--- config.mk ---
export PLATFORM = sky130hd
export DESIGN_NAME = gcd_engine
export DESIGN_NICKNAME = d
export VERILOG_FILES = /design/src/rtl/gcd_pkg.sv /design/src/rtl/gcd_step.sv /design/src/rtl/gcd_engine.sv
export SDC_FILE = /design/constraint.sdc
export NUM_CORES = 1
export LEC_CHECK = 0
export BUFFER_PORTS_ARGS = -buffer_cell sky130_fd_sc_hd__buf_2
export CAP_MARGIN = 20
export CORE_MARGIN = 2
export CORE_UTILIZATION = 37
export DETAILED_ROUTE_END_ITERATION = 16
export PLACE_DENSITY = 0.51
export SLEW_MARGIN = 15
export SYNTH_ARGS = -nofsm -noshare
export SYNTH_HDL_FRONTEND = slang
export SYNTH_HIERARCHICAL = 1
export SYNTH_SLANG_ARGS = --single-unit
--- constraint.sdc ---
create_clock -name clk -period 6.3 [get_ports clk]
set_input_delay 1.26 -clock clk [delete_from_list [all_inputs] [get_ports clk]]
set_output_delay 1.26 -clock clk [all_outputs]
set_load 0.02 [all_outputs]
--- src/rtl/gcd_pkg.sv ---
// Shared types and constants for the binary GCD engine.
// The optional go-to-done cycle counter is enabled with GCD_CYCLES_EN.
package gcd_pkg;

    typedef enum logic [1:0] {
        IDLE  = 2'd0,
        STRIP = 2'd1,
        LOOP  = 2'd2,
        FINAL = 2'd3
    } gcd_state_t;

    localparam int CYCLES_W = 16;

    // k counts common factors of two; it can never exceed WIDTH.
    function automatic int k_width(input int width);
        return $clog2(width + 1);
    endfunction

endpackage

--- src/rtl/gcd_step.sv ---
// Combinational single iteration of the binary GCD datapath.
// term marks the end of the current phase (STRIP -> LOOP, LOOP -> FINAL).
module gcd_step
    import gcd_pkg::*;
#(
    parameter int WIDTH = 32,
    parameter int KW    = 6
) (
    input  logic [WIDTH-1:0] x,
    input  logic [WIDTH-1:0] y,
    input  logic [KW-1:0]    k,
    input  gcd_state_t       state,
    output logic [WIDTH-1:0] x_next,
    output logic [WIDTH-1:0] y_next,
    output logic [KW-1:0]    k_next,
    output logic             term
);

    always_comb begin
        x_next = x;
        y_next = y;
        k_next = k;
        term   = 1'b0;
        case (state)
            STRIP: begin
                if (!x[0] && !y[0]) begin
                    x_next = x >> 1;
                    y_next = y >> 1;
                    k_next = k + KW'(1);
                end else begin
                    term = 1'b1;
                end
            end
            LOOP: begin
                // Both operands are odd whenever a subtraction happens, so the
                // difference is even and the shift loses nothing.
                if (!x[0]) begin
                    x_next = x >> 1;
                end else if (!y[0]) begin
                    y_next = y >> 1;
                end else if (x == y) begin
                    term = 1'b1;
                end else if (x > y) begin
                    x_next = (x - y) >> 1;
                end else begin
                    y_next = (y - x) >> 1;
                end
            end
            default: ;
        endcase
    end

endmodule

--- src/rtl/gcd_engine.sv ---
// Binary (Stein) GCD engine: FSM plus operand/result registers.
// Define GCD_CYCLES_EN to add the saturating go-to-done cycle counter output.
module gcd_engine
    import gcd_pkg::*;
#(
    parameter int WIDTH = 32
) (
    input  logic                clk,
    input  logic                rst,
    input  logic                go,
    input  logic [WIDTH-1:0]    Xi,
    input  logic [WIDTH-1:0]    Yi,
    output logic [WIDTH-1:0]    XYGCD,
    output logic                busy,
    output logic                done
`ifdef GCD_CYCLES_EN
    ,
    output logic [CYCLES_W-1:0] cycles
`endif
);

    localparam int KW = k_width(WIDTH);

    gcd_state_t       state;
    gcd_state_t       state_next;
    logic [WIDTH-1:0] x;
    logic [WIDTH-1:0] y;
    logic [KW-1:0]    k;
    logic [WIDTH-1:0] x_next;
    logic [WIDTH-1:0] y_next;
    logic [KW-1:0]    k_next;
    logic             term;
    logic             accept;
    logic             iterate;
    logic             finish;
    logic             both_nonzero;

    assign both_nonzero = (Xi != '0) && (Yi != '0);

    gcd_step #(
        .WIDTH(WIDTH),
        .KW   (KW)
    ) u_step (
        .x     (x),
        .y     (y),
        .k     (k),
        .state (state),
        .x_next(x_next),
        .y_next(y_next),
        .k_next(k_next),
        .term  (term)
    );

    always_ff @(posedge clk or posedge rst) begin
        if (rst) state <= IDLE;
        else     state <= state_next;
    end

    always_comb begin
        state_next = state;
        case (state)
            IDLE:  if (go) state_next = both_nonzero ? STRIP : FINAL;
            STRIP: if (term) state_next = LOOP;
            LOOP:  if (term) state_next = FINAL;
            FINAL: state_next = IDLE;
            default: state_next = IDLE;
        endcase
    end

    always_comb begin
        busy    = (state != IDLE);
        accept  = (state == IDLE) && go;
        iterate = (state == STRIP) || (state == LOOP);
        finish  = (state == FINAL);
    end

    // A zero operand skips the iteration entirely: gcd(0,n) = n.
    always_ff @(posedge clk or posedge rst) begin
        if (rst) begin
            x     <= '0;
            y     <= '0;
            k     <= '0;
            XYGCD <= '0;
            done  <= 1'b0;
        end else begin
            done <= finish;
            if (accept) begin
                x <= both_nonzero ? Xi : (Xi | Yi);
                y <= both_nonzero ? Yi : '0;
                k <= '0;
            end else if (iterate) begin
                x <= x_next;
                y <= y_next;
                k <= k_next;
            end
            if (finish) XYGCD <= x << k;
        end
    end

`ifdef GCD_CYCLES_EN
    logic [CYCLES_W-1:0] cnt;
    logic [CYCLES_W-1:0] cnt_inc;

    assign cnt_inc = (cnt == '1) ? cnt : cnt + CYCLES_W'(1);

    // cnt includes the accepting edge; the FINAL edge adds the last one.
    always_ff @(posedge clk or posedge rst) begin
        if (rst) begin
            cnt    <= '0;
            cycles <= '0;
        end else begin
            if (accept)    cnt <= CYCLES_W'(1);
            else if (busy) cnt <= cnt_inc;
            if (finish) cycles <= cnt_inc;
        end
    end
`endif

endmodule
Yosys cells after proc, flatten, opt, wreduce, memory -nomap -nowiden --
Index checks and enable logic that the tools add are counted.
Word-level totals: flip-flop bits (word level) 105, logic and storage cells 80
Cells by class: $add $sub $neg 3, magnitude comparators 1, equal/unequal tests 14, shift operators 1, multiplexer cells 32, bitwise operators 1, reductions and logical operators 20
Operator list (number):
- 32-bit two-way mux | 16
- 32-bit one-hot mux with 2 select lines | 2
- 32-bit nonzero test | 2
- 32-bit subtractor | 2
- 32-bit == test | 1
- 32-bit > comparator | 1
- 32-bit OR | 1
- 32-bit by 6-bit left shift with 32-bit output | 1
- 6-bit two-way mux | 4
- 4-bit != test, second input constant | 4
- 6-bit AND reduction | 2
- 3-bit AND reduction | 3
- 2-bit two-way mux | 4
- 2-bit one-hot mux with 4 select lines | 1
- 2-bit nonzero test | 4
- 6-bit by 1-bit adder with 6-bit output, second input constant | 1
- 2-bit != test, second input constant | 3
- 2-bit == test, second input constant | 2
- 1-bit two-way mux | 4
- 4-bit by 3-bit != test with 1-bit output, second input constant | 1
- 4-bit AND reduction | 1
- 1-bit logical AND | 3
- 3-bit by 2-bit != test with 1-bit output, second input constant | 1
- 3-bit != test, second input constant | 1
- other kinds (6) | 7

Longest topological paths before layout --
depth after elaboration 8, mapped depth 17, gate-level depth less buffers 15

Modules after synthesis --
The synthesis kept the hierarchy.
Modules (own cells, without submodules):
- gcd_engine | times used 1, cells each 642, area each 6413.7 um2, sequential area each 2627.5 um2
- gcd_step | times used 1, cells each 954, area each 6189.7 um2, sequential area each 0.0 um2

Least setup slack after synthesis --
No wires, ideal clock.
kind reg2reg, start point reg x[0], end point reg x[19], setup time 126 ps, data arrival time 3705 ps, required time 6174 ps, slack 2469 ps, stages on the path, launching flop included 18, path buffers 2, clock period less this slack 3831 ps, path through dfrtp_1 -> clkbuf_1 -> inv_1 -> ha_1 -> fa_1 -> nand2b_1 -> a211oi_2 -> o21ai_2 -> a2111oi_4 -> nor3_1 -> nor2_2 -> buf_4 -> mux2i_1 -> a21oi_1 -> a221o_1 -> nand3b_1 -> o21ai_0 -> a21oi_1
On the way: word-level cells in the longest chain between the ends 8, elaborated cells on any way between the ends 17, those cells by class 1 x add/sub; 1 x order compare; 5 x eq/ne; 7 x mux; 3 x reduce/logical
RTL lines:
- from (decl) | RTL line gcd_engine.sv:26 | logic [WIDTH-1:0] x;
- from (signal assigned) | RTL line gcd_engine.sv:88 | x <= both_nonzero ? Xi : (Xi | Yi);
- from (signal assigned) | RTL line gcd_engine.sv:92 | x <= x_next;
- 32-bit subtractor | RTL line gcd_step.sv:44 | x_next = (x - y) >> 1;
- 32-bit two-way mux | RTL line gcd_step.sv:43 | end else if (x > y) begin
- 32-bit two-way mux | RTL line gcd_step.sv:41 | end else if (x == y) begin
- 32-bit two-way mux | RTL line gcd_step.sv:39 | end else if (!y[0]) begin
- 32-bit two-way mux * | RTL line gcd_step.sv:37 | if (!x[0]) begin
- 32-bit one-hot mux with 2 select lines * | RTL line gcd_step.sv:24 | case (state)
- via x_next[19] | RTL line gcd_engine.sv:29 | logic [WIDTH-1:0] x_next;
- 32-bit two-way mux * | RTL line gcd_engine.sv:91 | end else if (iterate) begin
- 32-bit two-way mux * | RTL line gcd_engine.sv:87 | if (accept) begin
The timed path passes the listed nets; every way through them passes the cells marked *. The select of a mux whose other input is x is not followed. A chain may end at the register's enable or synchronous reset.

Worst setup path after layout --
start point reg y[0], end point reg x[21]
On the way: word-level cells in the longest chain between the ends 8, elaborated cells on any way between the ends 17, those cells by class 1 x add/sub; 1 x order compare; 5 x eq/ne; 7 x mux; 3 x reduce/logical
RTL lines:
- from (decl) | RTL line gcd_engine.sv:27 | logic [WIDTH-1:0] y;
- from (signal assigned) | RTL line gcd_engine.sv:89 | y <= both_nonzero ? Yi : '0;
- from (signal assigned) | RTL line gcd_engine.sv:93 | y <= y_next;
- 32-bit subtractor | RTL line gcd_step.sv:44
- 32-bit two-way mux | RTL line gcd_step.sv:43
- 32-bit two-way mux | RTL line gcd_step.sv:41
- 32-bit two-way mux | RTL line gcd_step.sv:39
- 32-bit two-way mux | RTL line gcd_step.sv:37
- 32-bit one-hot mux with 2 select lines | RTL line gcd_step.sv:24
- via x_next[21] | RTL line gcd_engine.sv:29
- 32-bit two-way mux | RTL line gcd_engine.sv:91
- 32-bit two-way mux | RTL line gcd_engine.sv:87
The timed path passes the listed nets, and every way through them passes these cells. The select of a mux whose other input is x is not followed.

==> impl_metrics.tcl <==
set metrics [dict create \
    p_leak_nw 6.12 \
    hold_viol 0 \
    hpwl_mm 36.8 \
    synthDistinctLibCells 86 \
    skew_ns 0.0113 \
    grt_pass1_wl_mm 74.9 \
    syn-num-nets 1737 \
    setup_ws_ns 1.64 \
    holdPathStages 1 \
    drt_wl_total_mm 48.9 \
    die_w_um 189 \
    num-fill-cells 3553 \
    drive_gt1_frac 0.125 \
    yosys.area.top_type "dfrtp_1" \
    fin_nets 1745 \
    die_area_mm2 0.0356 \
    grt_pass1_vias 12267 \
    antenna_found_initial 0 \
    endpoint_kind "register" \
    min_path_type "reg2reg" \
    cts_tree "yes" \
    cts.sinks 105 \
    post-route-drc-count 0 \
    finalPower_mw 1.43 \
    avgRoutedWirePerCell_um 23.8 \
    async_reset_ff_frac 1.00 \
    synth_top_area_frac 0.208 \
    ios 101 \
    synthFlopType "dfrtp_1" \
    tns_ns 0 \
    ir_drop_mv 0.130 \
    postCtsSetupRepairBufs 0 \
    synth-edff-count 0 \
    required_ns 6.59 \
    startpoint_type "register" \
    ys_seq_area_frac 0.208 \
    fmax_mhz 215 \
    place_ws_ns 1.69 \
    root_buffer "clkbuf_16" \
    syn_inst 1596 \
    yosys_warnings 6 \
    ctsHoldBuffers 0 \
    worst-setup-path-type "reg2reg" \
    clockBufferDepth 2 \
    start_util 0.376 \
    cts_buffers 9 \
    path_clk_slew_ns 0.08 \
    status "completed" \
    viasPerCell 6.24 \
    p_per_area_mw_per_mm2 105 \
    htreeDepth 3 \
    fin_crit_sh 0.739 \
    grt_start_max_net_pins 71 \
    syn_area_per_cell_um2 7.90 \
    dr.pass1.iters 6 \
    r2r_cells 13 \
    setup_violations 0 \
    slew_headroom 0.316 \
    areaGrowthSynthToFinish_pct 8.04 \
    track_usage 0.271 \
    drv_cap 0 \
    clk_latency_ns 0.37 \
    core_area_mm2 0.0335 \
    cp.arrival_ns 4.94 \
    synth_seq_cells 105 \
    n_antenna_cell 0 \
    place_congestion 0.922 \
    slew_viol_final 0 \
    timing.final.crit_period_ns 4.66 \
    cp_max_fo 22 \
    portBuffers 100 \
    rsz0062_at_grt "no" \
    dr_total_vias 12827 \
    first_iter_violations 1108 \
    antenna_left 0 \
    whs_ns 0.484 \
    synth.area.top_cells "dfrtp_1, mux2i_1, ha_1" \
    worst_pin_slew_ns 1.02 \
    cts_resized 0 \
    grt_overflow_total 0 \
    syn_area_mm2 0.0126 \
    num_rows 67 \
    die_h_um 189 \
]
==> registers in the layout (all words and copies together), names as in the netlist <==
signal	cells
done	1
state	2
x	32
XYGCD	32
k	6
y	32
==> final timing paths <==
path	slack (ns)	start	to
setup / recovery	1.64	y[0]	x[21]
min in group asynchronous	1.01	rst	x[3]
hold reg to reg	0.48	XYGCD[23]	XYGCD[23]
max in group asynchronous	4.00	rst	x[0]
setup reg to reg	1.64	y[0]	x[21]
hold / removal	0.48	XYGCD[23]	XYGCD[23]
==> per-stage QoR <==
| step | util | instances | cell area [µm²] |
|---|---|---|---|
| final | 0.406 | 2057 | 13600 |
| after global routing | 0.406 | 2057 | 13600 |
| after CTS | 0.406 | 2057 | 13600 |
| after detailed placement | 0.396 | 2041 | 13300 |
| after global placement | 0.396 | 2041 | 13300 |
| after floorplan | - | 1596 | 12600 |
==> Yosys cell counts, types with 22 or more instances <==
library cell and n:
a21o_1 36, inv_1 91, xnor2_1 38, nor2_1 112, xor2_1 22, clkbuf_1 77, o221ai_1 26, a221o_1 29
buf_2 22, o2bb2ai_1 38, nand3_1 49, mux2i_1 96, dfrtp_1 105, nand3b_1 34, nand2_1 129, ha_1 72
o21ai_0 138, a21oi_1 145, a22oi_1 30
==> report_power, final <==
part / switching (mW) / total [mW] / internal, mW
clock: 0.289 / 0.693 / 0.404
sequential: 0 / 0.673 / 0.673
combinational: 0.0440 / 0.0609 / 0.0169
total: 0.333 / 1.43 / 1.09
==> per-layer routing <==
layer	vias to the layer above	wire length, µm	global-route usage
met5	-	0	0
met4	0	2330	0.119
met3	107	3330	0.0466
met2	548	21900	0.423
met1	6239	21400	0.367
li1	5933	-	-
==> area by class of cell <==
cell class	count	area, µm²	share of cell area
clock inverter	5	108	0.00790
inverter	94	355	0.0261
multi-input combinational	1270	9040	0.664
tap	448	561	0.0412
clock buffer	11	243	0.0178
timing repair buffer	124	681	0.0500
sequential	105	2630	0.193
==> logic make-up (layout without fill, tap and decap cells) <==
kind of cell,count (synthesis),after routing,share of synthesized area
XOR/XNOR,60,60,0.0417
flip-flops,105,105,0.208
adder cells (fa/ha/maj),74,74,0.0747
AND/OR/NAND/NOR,427,427,0.165
buffers and inverters,221,234,0.0767
multiplexers,133,133,0.128
AO/OA/AOI/OAI,576,576,0.305
==> worst max-delay path, cell delays in order, from the launching register on <==
cell and delay, ns:
dfrtp_1 0.76, clkinv_1 0.47, ha_1 0.41, or4_1 0.55
or4_4 0.48, nand2_2 0.11, nor2_2 0.03, buf_4 0.25
o21ai_1 0.83, a22oi_1 0.13, o21ai_0 0.16, nand3b_1 0.13
o21ai_0 0.10, a21oi_1 0.14
==> cells in the final DEF (no fill, tap or decap), types with 38 or more instances in the layout <==
cell         n
a21oi_1    145
mux2i_1     96
dfrtp_1    103
inv_1       90
xnor2_1     38
o21ai_0    138
nand2_1    128
buf_2      100
ha_1        71
nand3_1     49
o2bb2ai_1   38
nor2_1     111
Note: power is estimated with default switching activity, not from simulation.
